===== config.mk =====
export PLATFORM = sky130hd
export DESIGN_NAME = line_arbiter
export DESIGN_NICKNAME = d
export VERILOG_FILES = /design/src/rtl/line_arbiter.sv
export SDC_FILE = /design/constraint.sdc
export NUM_CORES = 1
export LEC_CHECK = 0
export ABC_CLOCK_PERIOD_IN_PS = 3690
export CELL_PAD_IN_SITES_DETAIL_PLACEMENT = 2
export CELL_PAD_IN_SITES_GLOBAL_PLACEMENT = 2
export CORE_AREA = 2 2 648 650
export DETAILED_ROUTE_END_ITERATION = 8
export DIE_AREA = 0 0 650 652
export HOLD_SLACK_MARGIN = 0.12
export PLACE_DENSITY = 0.42
export SYNTH_ARGS = -nofsm -noshare
export SYNTH_HDL_FRONTEND = slang
export SYNTH_SLANG_ARGS = --single-unit

===== constraint.sdc =====
create_clock -name clk -period 3.69 [get_ports clk]
set_clock_uncertainty 0.05 [all_clocks]
set_input_delay 0.738 -clock clk [delete_from_list [all_inputs] [get_ports clk]]
set_output_delay 0.738 -clock clk [all_outputs]
set_load 0.1 [all_outputs]

===== src/rtl/line_arbiter.sv =====
// Two-requester cache-line arbiter: an instruction cache (port 0) and a data cache
// (port 1) share one next-level memory port, with round-robin tie breaking.
module line_arbiter #(
    parameter int s_line = 256
) (
    input  logic              clk,
    input  logic              rst_n,

    input  logic              p0_read,
    input  logic              p0_write,
    input  logic [31:0]       p0_address,
    input  logic [s_line-1:0] p0_wdata,
    output logic [s_line-1:0] p0_rdata,
    output logic              p0_resp,

    input  logic              p1_read,
    input  logic              p1_write,
    input  logic [31:0]       p1_address,
    input  logic [s_line-1:0] p1_wdata,
    output logic [s_line-1:0] p1_rdata,
    output logic              p1_resp,

    output logic              downstream_read,
    output logic              downstream_write,
    output logic [31:0]       downstream_address,
    output logic [s_line-1:0] downstream_wdata,
    input  logic [s_line-1:0] downstream_rdata,
    input  logic              downstream_resp
);

    typedef enum logic [1:0] {
        IDLE   = 2'd0,
        SERVE0 = 2'd1,
        SERVE1 = 2'd2
    } state_t;

    state_t            state, state_next;
    logic              last_grant, last_grant_next;
    logic [31:0]       addr_q, addr_d;
    logic [s_line-1:0] wdata_q, wdata_d;
    logic              rd_q, rd_d;
    logic              wr_q, wr_d;

    logic req0, req1;
    assign req0 = p0_read | p0_write;
    assign req1 = p1_read | p1_write;

    always_comb begin
        state_next      = state;
        last_grant_next = last_grant;
        addr_d          = addr_q;
        wdata_d         = wdata_q;
        rd_d            = rd_q;
        wr_d            = wr_q;

        unique case (state)
            IDLE: begin
                // On a tie, the port that did not win last time gets the grant.
                if (req0 && (!req1 || last_grant)) begin
                    state_next      = SERVE0;
                    last_grant_next = 1'b0;
                    addr_d          = p0_address;
                    wdata_d         = p0_wdata;
                    wr_d            = p0_write;
                    rd_d            = p0_read & ~p0_write;
                end else if (req1) begin
                    state_next      = SERVE1;
                    last_grant_next = 1'b1;
                    addr_d          = p1_address;
                    wdata_d         = p1_wdata;
                    wr_d            = p1_write;
                    rd_d            = p1_read & ~p1_write;
                end
            end
            SERVE0, SERVE1: begin
                if (downstream_resp) begin
                    state_next = IDLE;
                    rd_d       = 1'b0;
                    wr_d       = 1'b0;
                end
            end
            default: begin
                state_next = IDLE;
                rd_d       = 1'b0;
                wr_d       = 1'b0;
            end
        endcase
    end

    // NOTE: sequential state uses non-blocking assignments only, so every register
    // samples the pre-edge values computed by the combinational block above.
    always_ff @(posedge clk or negedge rst_n) begin
        if (!rst_n) begin
            state      <= IDLE;
            last_grant <= 1'b1;
            addr_q     <= '0;
            wdata_q    <= '0;
            rd_q       <= 1'b0;
            wr_q       <= 1'b0;
        end else begin
            state      <= state_next;
            last_grant <= last_grant_next;
            addr_q     <= addr_d;
            wdata_q    <= wdata_d;
            rd_q       <= rd_d;
            wr_q       <= wr_d;
        end
    end

    // The downstream request comes straight from registers, never from requester inputs.
    assign downstream_read    = rd_q;
    assign downstream_write   = wr_q;
    assign downstream_address = addr_q;
    assign downstream_wdata   = wdata_q;

    assign p0_resp  = (state == SERVE0) & downstream_resp;
    assign p1_resp  = (state == SERVE1) & downstream_resp;
    assign p0_rdata = downstream_rdata;
    assign p1_rdata = downstream_rdata;

endmodule


==> results.json, run 1 <==
{
  "start_util_pct": 4.10,
  "gp_congestion": 0.830,
  "switchingPower_mw": 21.0,
  "p_comb_share_pct": 67.6,
  "dieArea_um2": 424000,
  "finalCritPeriodShare_pct": 84.4,
  "layout.area.seq_um2": 7330,
  "sequentialPowerShare_pct": 18.1,
  "tightest_slew_ns": 1.06,
  "hold-path-cell-count": 2,
  "post-route-drc-count": 0,
  "fin_crit_ns": 3.11,
  "clock_power_share_pct": 14.2,
  "setup_viol": 0,
  "leakagePower_nw": 10.2,
  "min_to": "downstream_read$_DFFE_PN0P_",
  "synth_edf_count": 0,
  "cp_max_fo": 2,
  "path_delay_family": "buffers and inverters",
  "rsz0062_at_grt": "false",
  "vias_per_cell": 2.14,
  "relSlewSlack_pct": 29.0,
  "hp-class": "register to register",
  "grt_pass1_vias": 18200,
  "globalRoute.totalOverflow": 0,
  "ys_seq_area_share_pct": 43.0,
  "grt_use_total_pct": 9.94,
  "num_rows": 237,
  "dp_hpwl_um": 193000,
  "reg2reg_to": "downstream_address[13]$_DFFE_PN0P_",
  "die_y_um": 652,
  "critPathMaxStageDelay_ns": 1.18,
  "cp.required_ns": 2.90,
  "power.internal_mw": 12.4,
  "holdCritStartpoint": "downstream_read$_DFFE_PN0P_",
  "fp.dieW_um": 650,
  "syn-cell-area_um2": 17100,
  "yosysWarnings": 0,
  "switching_share_pct": 62.9,
  "layout_commonest_cell": "clkdlybuf4s50_1",
  "synth_nets": 2959,
  "placed_area_um2": 28600,
  "ctsResizeCount": 0,
  "grt_max_degree": 68,
  "crit_cells": 1,
  "area_delta_synth_final_pct": 76.5,
  "port_buffers": 874,
  "htreeDepth": 2,
  "final-max-slew-violation-count": 0,
  "drtPass1Iterations": 5,
  "dp_cells": 7898,
  "nNetsFinal": 3293,
  "wire_per_inst_um": 27.3,
  "num_vias": 17100,
  "synthArstFlopShare_pct": 100,
  "ys.flop_type": "dfrtp_1",
  "fill_cells": 49100,
  "rrSetupSlack_ns": 1.48,
  "r2r_cells": 6,
  "max_freq_mhz": 321,
  "grt_pass1_wl_um": 262000,
  "final_cell_area_um2": 30100,
  "antenna_found_initial": 140,
  "avgSynthCellArea_um2": 8.06,
  "cts.sinks": 293,
  "cts_tree": "yes",
  "totalWireLength_um": 218000,
  "ant_nets": 0,
  "clk_pin_slew_ns": 0.06,
  "cp-start-kind": "register",
  "drv_cap": 0,
  "worstSkewPairLatency_ns": 0.68,
  "synthCells": 2117,
  "final_util_pct": 7.24,
  "drt_iter0_markers": 874,
  "status": "complete, no violations",
  "peakVddDrop_mv": 0.604,
  "p_per_area_nw_per_um2": 1110,
  "layout.cells.non_filler": 7995,
  "end_kind": "output port",
  "synth_cell_types": 25,
  "worstReg2RegStart": "last_grant$_DFFE_PN1P_",
  "root_buffer": "clkbuf_16",
  "layout_common_cells": "clkdlybuf4s50_1 (749), nand2_1 (581), dfrtp_1 (292)",
  "hold_viol": 0,
  "setup_tns_ns": 0,
  "cp.arrival_ns": 2.33,
  "slowest_stage": "clkdlybuf4s50_1",
  "synth_seq_cells": 293,
  "crit_type": "register to output port",
  "critPathBufInv": 1,
  "core_region_area_um2": 416000,
  "cts_buffers": 47,
  "layout-drive-gt1-share_pct": 9.87,
  "multiInputGateArea_um2": 5270,
  "crit_chain": "clkdlybuf4s50_1",
  "ios": 1643,
  "clk_path_buf_depth": 3
}
-- timing repair --
action | in CTS | in global routing
hold buffers | 1 | 0
buffers inserted | 0 | 0
endpoints found under the hold margin | 40 | 0
-- worst min-delay path: cells and delay by family (launching register included) --
family	cells	cell delay, ns
AOI/OAI and AO/OA	1	0.07
DFF	1	0.34
and+or+nand+nor	1	0.05
-- Yosys cell counts (2+ instances only) --
cell        n  area [um^2]
nand2_1   581         2180
buf_4     514         3860
dfrtp_1   292         7310
nor2_1    289         1080
a31oi_1   288         1800
buf_2      78          390
clkbuf_1   42          158
buf_6       5         56.3
a21oi_1     3         15.0
and2_1      3         18.8
ha_1        3         37.5
inv_1       3         11.3
nor2b_1     2         12.5
o21ai_0     2         10.0
o21ai_1     2         10.0
-- flip-flops by register name, indices dropped and copies added, names as in the netlist --
register            flops
downstream_address     32
downstream_read         1
downstream_wdata      256
downstream_write        1
last_grant              1
state                   2
-- per-stage QoR --
step	power (mW)	setup WS, ns	hold WS (ns)
final	33.3	0.575	0.446
after global routing	35.1	0.460	0.448
after CTS	34.2	0.453	0.410
after detailed placement	29.1	0.363	0.430
after global placement	28.9	0.393	0.430
after floorplan	24.2	1.43	0.392
-- layout make-up --
| class | instances | area share [%] |
|---|---|---|
| flip-flops and latches | 293 | 24.4 |
| clock buffers | 70 | 4.50 |
| well taps | 5497 | 22.8 |
| diodes | 16 | 0.133 |
| inverters | 3 | 0.0374 |
| multi-input cells | 1182 | 17.5 |
| repair buffers | 924 | 30.1 |
| clock inverters | 10 | 0.494 |
-- logic make-up after synthesis --
kind of cell               share of synthesized area [%]
adders and majority gates                          0.220
DFF                                                 43.0
and+or+nand+nor                                     19.6
AOI/OAI and AO/OA                                   11.0
buffers and inverters                               26.2
-- power by group through the flow --
stage | Combinational, mW | Sequential (mW) | Clock (mW)
after floorplan | 6.54 | 17.6 | 0
after global placement | 22.9 | 6.05 | 0
after detailed placement | 23.0 | 6.10 | 0
after CTS | 23.1 | 6.08 | 5.08
after global routing | 23.6 | 6.29 | 5.14
final | 22.5 | 6.04 | 4.74
-- routing by layer --
| layer | share of wire (%) | up-vias | track usage (%) | wire (um) |
|---|---|---|---|---|
| li1 | - | 7066 | - | - |
| met1 | 31 | 8069 | 8.98 | 66900 |
| met2 | 47 | 1447 | 16.5 | 102000 |
| met3 | 18 | 466 | 8.09 | 39000 |
| met4 | 4.2 | 80 | 3.40 | 9150 |
| met5 | 0.45 | - | 0.826 | 992 |
-- worst max path at each step --
stage,start,end
floorplan,downstream_resp,p0_resp
finish,downstream_wdata[39]$_DFFE_PN0P_,downstream_wdata[39]
detailed placement,p0_read,downstream_wdata[141]$_DFFE_PN0P_
global placement,p0_read,downstream_wdata[141]$_DFFE_PN0P_
CTS,downstream_wdata[62]$_DFFE_PN0P_,downstream_wdata[62]
global route,downstream_wdata[158]$_DFFE_PN0P_,downstream_wdata[158]
Note: power is estimated with default switching activity, not from simulation.
==> run 2, diff against run 1 <==
- ABC_CLOCK_PERIOD_IN_PS: 3690 -> 3200
- CORE_AREA: 2 2 648 650 -> 2 2 634 636
- DIE_AREA: 0 0 650 652 -> 0 0 636 638
- PLACE_DENSITY: 0.42 -> 0.43
- clock period: 3.69 -> 3.2 ns (I/O delays scaled with it)
==> run 2 against run 1 <==
Net effect: final cell count fell by 2.5%; utilization rose by 0.20 points; clock-buffer cell count fell by 3; combinational power rose by 15%; critical path depth rose by 6; die area fell by 4.3%; register-to-register slack got worse by 0.35 ns; global-route usage rose by 0.50 points; flip-flop and latch count did not move; hold slack got worse by 0.0016 ns; critical path type is now input port to register.
==> results.json, run 2 (synthesized netlist as in run 1, its figures left out) <==
{
  "status": "complete, no violations",
  "rrSetupSlack_ns": 1.13,
  "dp_cells": 7683,
  "power.internal_mw": 14.0,
  "sequentialPowerShare_pct": 18.3,
  "cts.sinks": 293,
  "cts_buffers": 47,
  "layout.cells.non_filler": 7796,
  "fin_crit_ns": 2.43,
  "totalWireLength_um": 219000,
  "nNetsFinal": 3310,
  "port_buffers": 874,
  "num_rows": 232,
  "placed_area_um2": 28000,
  "cts_tree": "yes",
  "drtPass1Iterations": 7,
  "layout_common_cells": "nand2_1 (581), clkdlybuf4s50_1 (581), buf_4 (323)",
  "htreeDepth": 2,
  "p_comb_share_pct": 67.3,
  "area_delta_synth_final_pct": 73.8,
  "hold_viol": 0,
  "max_freq_mhz": 411,
  "end_kind": "register",
  "rsz0062_at_grt": "false",
  "drv_cap": 0,
  "leakagePower_nw": 10.4,
  "cp.required_ns": 3.73,
  "num_vias": 17300,
  "switching_share_pct": 63.6,
  "clk_path_buf_depth": 3,
  "peakVddDrop_mv": 0.979,
  "clock_power_share_pct": 14.4,
  "core_region_area_um2": 399000,
  "dp_hpwl_um": 196000,
  "switchingPower_mw": 24.4,
  "crit_type": "input port to register",
  "clk_pin_slew_ns": 0.07,
  "wire_per_inst_um": 28.0,
  "setup_viol": 0,
  "grt_max_degree": 79,
  "grt_pass1_wl_um": 264000,
  "cts_setup_buffers": 0,
  "drt_iter0_markers": 842,
  "post-route-drc-count": 0,
  "cp_max_fo": 45,
  "hp-class": "input port to register",
  "worstSkewPairLatency_ns": 0.69,
  "tightest_slew_ns": 0.860,
  "largest_register_ffs": 256,
  "fill_cells": 47100,
  "ios": 1643,
  "layout-drive-gt1-share_pct": 17.5,
  "grt_use_total_pct": 10.4,
  "dp_slack_ns": -0.00175,
  "cp.arrival_ns": 2.96,
  "final_cell_area_um2": 29700,
  "gp_congestion": 0.776,
  "layout.area.seq_um2": 7330,
  "relSlewSlack_pct": 43.0,
  "multiInputGateArea_um2": 5270,
  "globalRoute.totalOverflow": 0,
  "fp.dieW_um": 636,
  "ant_nets": 0,
  "final-max-slew-violation-count": 0,
  "p_per_area_nw_per_um2": 1300,
  "grt_pass1_vias": 18500,
  "vias_per_cell": 2.22,
  "dieArea_um2": 406000,
  "finalCritPeriodShare_pct": 76.1,
  "root_buffer": "clkbuf_16",
  "start_util_pct": 4.28,
  "die_y_um": 638,
  "cp-start-kind": "input port",
  "antenna_found_initial": 169,
  "finalWorstSetupSlack_ns": 0.766
}
==> run 2: path summary, 6_finish.rpt <==
kind	cells past startpoint	start	end
worst max-delay path	7	p0_read	downstream_wdata[1]$_DFFE_PN0P_
worst min-delay path	3	p0_wdata[177]	downstream_wdata[177]$_DFFE_PN0P_
worst max register to register	6	last_grant$_DFFE_PN1P_	downstream_wdata[1]$_DFFE_PN0P_
worst min register to register	2	state[1]$_DFFE_PN0P_	state[1]$_DFFE_PN0P_
max in group asynchronous	4	rst_n	downstream_address[4]$_DFFE_PN0P_
min in group asynchronous	2	rst_n	downstream_wdata[107]$_DFFE_PN0P_
==> run 2: final cells by class <==
class	instances	share of cell area, %
Timing Repair Buffer	941	29.7
Sequential cell	293	24.7
Tap cell	5265	22.2
Multi-Input combinational cell	1182	17.8
Clock buffer	67	4.53
Clock inverter	17	0.747
Antenna cell	28	0.236
Inverter	3	0.0380
==> run 2: metal layers <==
layer | vias to the layer above | part of all wire [%] | track usage, %
met2 | 1479 | 46 | 17.1
met5 | - | 0.42 | 0.803
met4 | 86 | 3.8 | 3.25
li1 | 7114 | - | -
met1 | 8142 | 32 | 9.76
met3 | 476 | 18 | 8.38
==> run 2: power groups by stage <==
stage,logic [mW],clock network (mW),registers [mW]
floorplan,7.55,0,20.3
global placement,26.3,0,7.04
detailed placement,26.4,0,7.10
CTS,26.5,5.92,7.08
global route,27.1,6.00,7.32
finish,25.9,5.54,7.04
==> run 2: what timing repair did <==
item,in CTS,in global routing
gates resized for setup,0,0
hold endpoints to repair,39,0
hold buffers,1,0
==> run 2: worst max-delay path, stage by stage <==
cell and delay [ns]:
clkdlybuf4s50_1 0.86, or2_1 0.31, and2_4 0.24, buf_12 0.24, buf_12 0.22, nand2_1 0.13
a31oi_1 0.19
==> run 2: per-stage QoR <==
stage	hold slack (ns)	utilization (%)	power, mW	setup TNS [ns]
final	0.444	7.44	38.5	0
after global routing	0.394	7.43	40.4	0
after CTS	0.318	7.42	39.5	0
after detailed placement	0.479	7.03	33.5	-0.00263
after global placement	0.473	7.03	33.3	0
after floorplan	0.294	-	27.9	0
==> run 3, diff against run 2 <==
- ABC_CLOCK_PERIOD_IN_PS: 3200 -> 2200
- CORE_AREA: 2 2 634 636 -> 2 2 639 641
- DIE_AREA: 0 0 636 638 -> 0 0 641 643
- PLACE_DENSITY: 0.43 -> 0.44
- clock period: 3.2 -> 2.2 ns (I/O delays scaled with it)
==> run 3 against run 2 <==
Net effect: combinational power is 49% higher; via count is 2.2% higher; largest cell class unchanged; sequential power is 46% higher; clock-buffer cell count grew 2; die area up 1.6%.
==> results.json, run 3 (synthesized netlist as in run 1, its figures left out) <==
{
  "status": "complete, no violations",
  "grt_use_total_pct": 10.3,
  "dieArea_um2": 412000,
  "switching_share_pct": 62.5,
  "ant_nets": 0,
  "hold_viol": 0,
  "peakVddDrop_mv": 0.781,
  "final_util_pct": 7.52,
  "antenna_found_initial": 168,
  "start_util_pct": 4.21,
  "leakagePower_nw": 10.8,
  "r2r_cells": 8,
  "p_comb_share_pct": 68.0,
  "tightest_slew_ns": 0.752,
  "final-max-slew-violation-count": 0,
  "totalWireLength_um": 219000,
  "num_vias": 17700,
  "p_per_area_nw_per_um2": 1860,
  "core_region_area_um2": 405000,
  "num_rows": 234,
  "clk_path_buf_depth": 3,
  "largest_register_ffs": 256,
  "grt_pass1_wl_um": 263000,
  "relSlewSlack_pct": 49.8,
  "drt_iter0_markers": 961,
  "area_delta_synth_final_pct": 78.7,
  "hold-path-cell-count": 3,
  "layout-drive-gt1-share_pct": 19.4,
  "grt_max_degree": 79,
  "clk_pin_slew_ns": 0.06,
  "ios": 1643,
  "worstSkewPairLatency_ns": 0.67,
  "cts.sinks": 293,
  "power.internal_mw": 21.2,
  "drv_cap": 0,
  "total_power_mw": 56.6,
  "cp_max_fo": 3,
  "end_kind": "output port",
  "cts_tree": "yes",
  "grt_pass1_vias": 18600,
  "sequentialPowerShare_pct": 18.2,
  "cp.arrival_ns": 1.67,
  "drtPass1Iterations": 5,
  "port_buffers": 874,
  "cts_buffers": 45,
  "clock_power_share_pct": 13.9,
  "die_y_um": 643,
  "layout_common_cells": "nand2_1 (581), clkdlybuf4s50_1 (581), buf_4 (366)",
  "cp-start-kind": "register",
  "htreeDepth": 2,
  "fp.dieW_um": 641,
  "setup_viol": 0,
  "rrSetupSlack_ns": 0.12,
  "rsz0062_at_grt": "true",
  "root_buffer": "clkbuf_16",
  "fin_crit_ns": 2.16,
  "max_freq_mhz": 463,
  "globalRoute.totalOverflow": 0,
  "cp.required_ns": 1.71,
  "dp_hpwl_um": 197000,
  "switchingPower_mw": 35.4,
  "gp_congestion": 0.820,
  "vias_per_cell": 2.21,
  "crit_type": "register to output port",
  "nNetsFinal": 3358,
  "hp-class": "input port to register",
  "finalCritPeriodShare_pct": 98.2,
  "wire_per_inst_um": 27.3,
  "post-route-drc-count": 0
}
## run 3: final timing paths
kind / from / end
max: state[0]$_DFFE_PN0P_ / p1_resp
min: p0_wdata[45] / downstream_wdata[45]$_DFFE_PN0P_
max reg2reg: state[1]$_DFFE_PN0P_ / downstream_wdata[8]$_DFFE_PN0P_
min reg2reg: downstream_read$_DFFE_PN0P_ / downstream_read$_DFFE_PN0P_
max in group asynchronous: rst_n / downstream_wdata[41]$_DFFE_PN0P_
min in group asynchronous: rst_n / downstream_wdata[137]$_DFFE_PN0P_
## run 3: per-stage QoR
step	area, um^2	setup TNS [ns]	hold slack [ns]	cells	worst slack [ns]
finish	30500	0	0.271	8012	0.0389
global route	30400	-0.181	0.201	7991	-0.0946
CTS	30400	-0.194	0.140	7978	-0.100
detailed placement	28800	-167.60	0.433	7894	-0.695
global placement	28800	-168.32	0.435	7894	-0.683
floorplan	17100	0	0.0944	2117	0.397
## run 3: critical path: stages (launching register included)
cell and delay, ns:
dfrtp_2 0.44, inv_2 0.07, ha_1 0.15, and2_4 0.16, buf_12 0.17
## run 3: power groups by stage
stage                     Sequential (mW)  Combinational, mW  Clock, mW
after floorplan                      29.5               11.0          0
after global placement               10.3               38.7          0
after detailed placement             10.3               39.0          0
after CTS                            10.3               39.1       8.36
after global routing                 10.7               40.2       8.45
final                                10.3               38.5       7.86
## run 3: cell type report
cell class	count	area [um^2]
tap	5428	6790
clock inverter	12	143
timing repair buffer	991	9440
sequential	293	7330
inverter	3	11.3
multi-input combinational	1182	5290
clock buffer	69	1390
antenna	34	85.1
fill	48000	375000
## run 3: per-layer routing
| layer | part of all wire (%) | GRT usage, % | routed length, um |
|---|---|---|---|
| met1 | 31 | 9.22 | 67500 |
| met2 | 45 | 16.7 | 99600 |
| met3 | 18 | 8.63 | 40200 |
| met4 | 4.9 | 3.75 | 10700 |
| met5 | 0.50 | 0.631 | 1090 |
## run 3: what timing repair did
item / in CTS / in global routing
endpoints found under the hold margin: 96 / 0
endpoints found under the setup margin: 2 / 4
pin swaps: 0 / 0
hold buffers: 1 / 0
resized for setup: 6 / 2
setup buffers: 2 / 0
==> RTL edit: new RTL, flow settings as in run 1 <==
Change the parameter `s_line` from 256 to 128.
--- a/src/rtl/line_arbiter.sv
+++ b/src/rtl/line_arbiter.sv
@@ -2,5 +2,5 @@
 // (port 1) share one next-level memory port, with round-robin tie breaking.
 module line_arbiter #(
-    parameter int s_line = 256
+    parameter int s_line = 128
 ) (
     input  logic              clk,
Ports: changed (6 resized); port bits go from 1643 to 875. No check against the original RTL was run, so the function may have changed too.
==> RTL edit against run 1 <==
  * Sequential cell count shrank 128
  * Die area is the same
  * Largest cell class is now tap cells
  * Critical path depth unchanged
  * Worst hold slack improved by 0.0049 ns
  * Power fell by 45%
  * Highest routed layer unchanged
  * Global-route usage down 7.2 points
  * Cell area shrank 34%
  * Worst setup slack improved by 0.15 ns
  * Synthesized area is 43% lower
  * Via count shrank 49%
  * Routed wire length decreased by 73%
==> RTL edit: results (changes against run 1) <==
outcome:
  status: "finished, final reports clean"
clocking:
  post_cts_buffers: 0  # unchanged
  cts_buffers: 21  # -55%
  clock_path_buffers: 3  # unchanged
  clk_latency_ns: 0.59  # -0.09 ns
  cts.reportedPaths.clkPinSlew_ns: 0.13  # +0.07 ns
  htree_num_levels: 4  # +2
  cts_hold_buffers: 1  # unchanged
  ctsResizeCount: 0  # unchanged
detailed_routing:
  drc: 0  # unchanged
  first_iter_violations: 200  # -77%
  vias_per_cell: 1.27  # -41%
  wl_per_cell_um: 8.52  # -69%
  dr.pass1.iters: 4  # -1
placement:
  portBuffers: 490  # -44%
  dp_hpwl_um: 45100  # -77%
  place_congestion: 0.679  # -18%
worst_setup_path:
  worstPathMaxFanout: 2  # unchanged
  slowest_delay_ns: 1.17
  critical_path.top_delay_family: "buffers and inverters"
  critPathSlowestCell: "clkdlybuf4s50_1"
logic_synthesis:
  synth_area_leaders: "dfrtp_1, buf_4, nand2_1"
  muxShareOfSynthArea_pct: 0  # unchanged
  syn-num-nets: 1623  # -45%
  synth_xor_area_share_pct: 0  # unchanged
  netlist.area_leader.share_pct: 42.5  # -0.37 points
  async_flop_share_pct: 100  # unchanged
  synthAdderAreaFrac_pct: 0.388  # +0.17 points
  synth_cell_types: 26  # +4.0%
  ys_warn_count: 0  # unchanged
  synthTopCellsByCount: "nand2_1, buf_4, dfrtp_1, nor2_1, a31oi_1"
  synth_compound_area_share_pct: 11.1  # +0.16 points
  synth_seq_area_share_pct: 42.7  # -0.25 points
  ys.flop_type: "dfrtp_1"
  yosysMostFrequentCell: "nand2_1"
global_routing:
  grt_start_max_net_pins: 127  # +87%
  antenna_found_initial: 10  # -93%
  grt_pass1_wl_um: 80300  # -69%
  first_global_vias: 9958  # -45%
  grtUsageTotal_pct: 2.72  # -7.2 points
sta:
  worstMarginPinSlew_ns: 1.10  # +0.0423 ns
layout:
  largest_register_ffs: 128  # -50%
  fin_nets: 1831  # -44%
  n_fill_cell: 49400  # +0.59%
  drive_gt1_share_pct: 6.94  # -2.9 points
pwr:
  p_leak_nw: 5.64  # -45%
  worst_ir_drop_vdd_mv: 0.545  # -9.8%
worst_hold_path:
  holdCritPathClass: "reg2reg"
-- RTL edit: final timing paths --
check,from,to,slack (ns),cells after the start
max in group asynchronous,rst_n,downstream_wdata[6],1.80,3
worst max-delay path,downstream_wdata[76],downstream_wdata[76],0.73,1
worst min-delay path,downstream_read,downstream_read,0.45,2
worst min register to register,downstream_read,downstream_read,0.45,2
min in group asynchronous,rst_n,downstream_wdata[69],0.62,2
worst max register to register,state[1],downstream_write,1.34,6
-- RTL edit: layout make-up --
| cell class | count | area share, % |
|---|---|---|
| well taps | 5497 | 34.5 |
| repair buffers | 512 | 25.8 |
| flip-flops and latches | 165 | 20.7 |
| multi-input cells | 670 | 15.2 |
| clock buffers | 24 | 2.80 |
| clock inverters | 9 | 0.773 |
| inverters | 3 | 0.0565 |
| diodes | 4 | 0.0503 |
-- RTL edit: metal layers --
| metal | share of wire [%] | track usage, % | vias to the layer above |
|---|---|---|---|
| li1 | - | - | 3948 |
| met1 | 35 | 2.64 | 4274 |
| met2 | 53 | 4.92 | 367 |
| met3 | 7.1 | 1.04 | 135 |
| met4 | 5.2 | 1.51 | 2 |
| met5 | 0.020 | 0 | - |
-- RTL edit: kinds of logic after synthesis --
| kind of cell | after synthesis |
|---|---|
| adders and majority gates | 3 |
| AOI/OAI and AO/OA | 171 |
| buffers and inverters | 330 |
| DFF | 165 |
| and+or+nand+nor | 496 |
-- RTL edit: where the power goes --
| part | internal [mW] | switching [mW] | leakage (nW) |
|---|---|---|---|
| combinational | 2.72 | 9.58 | 3.42 |
| sequential | 2.77 | 0.567 | 1.88 |
| clock | 1.37 | 1.18 | 0.343 |
-- RTL edit: stage by stage --
step	util (%)	worst slack, ns	area [sq um]	instances	hold WS [ns]
after global placement	4.61	0.490	19200	6846	0.438
after CTS	4.78	0.575	19900	6880	0.464
after global routing	4.79	0.596	19900	6883	0.503
after floorplan	-	1.43	9660	1165	0.392
after detailed placement	4.61	0.510	19200	6846	0.439
final	4.79	0.726	19900	6884	0.451
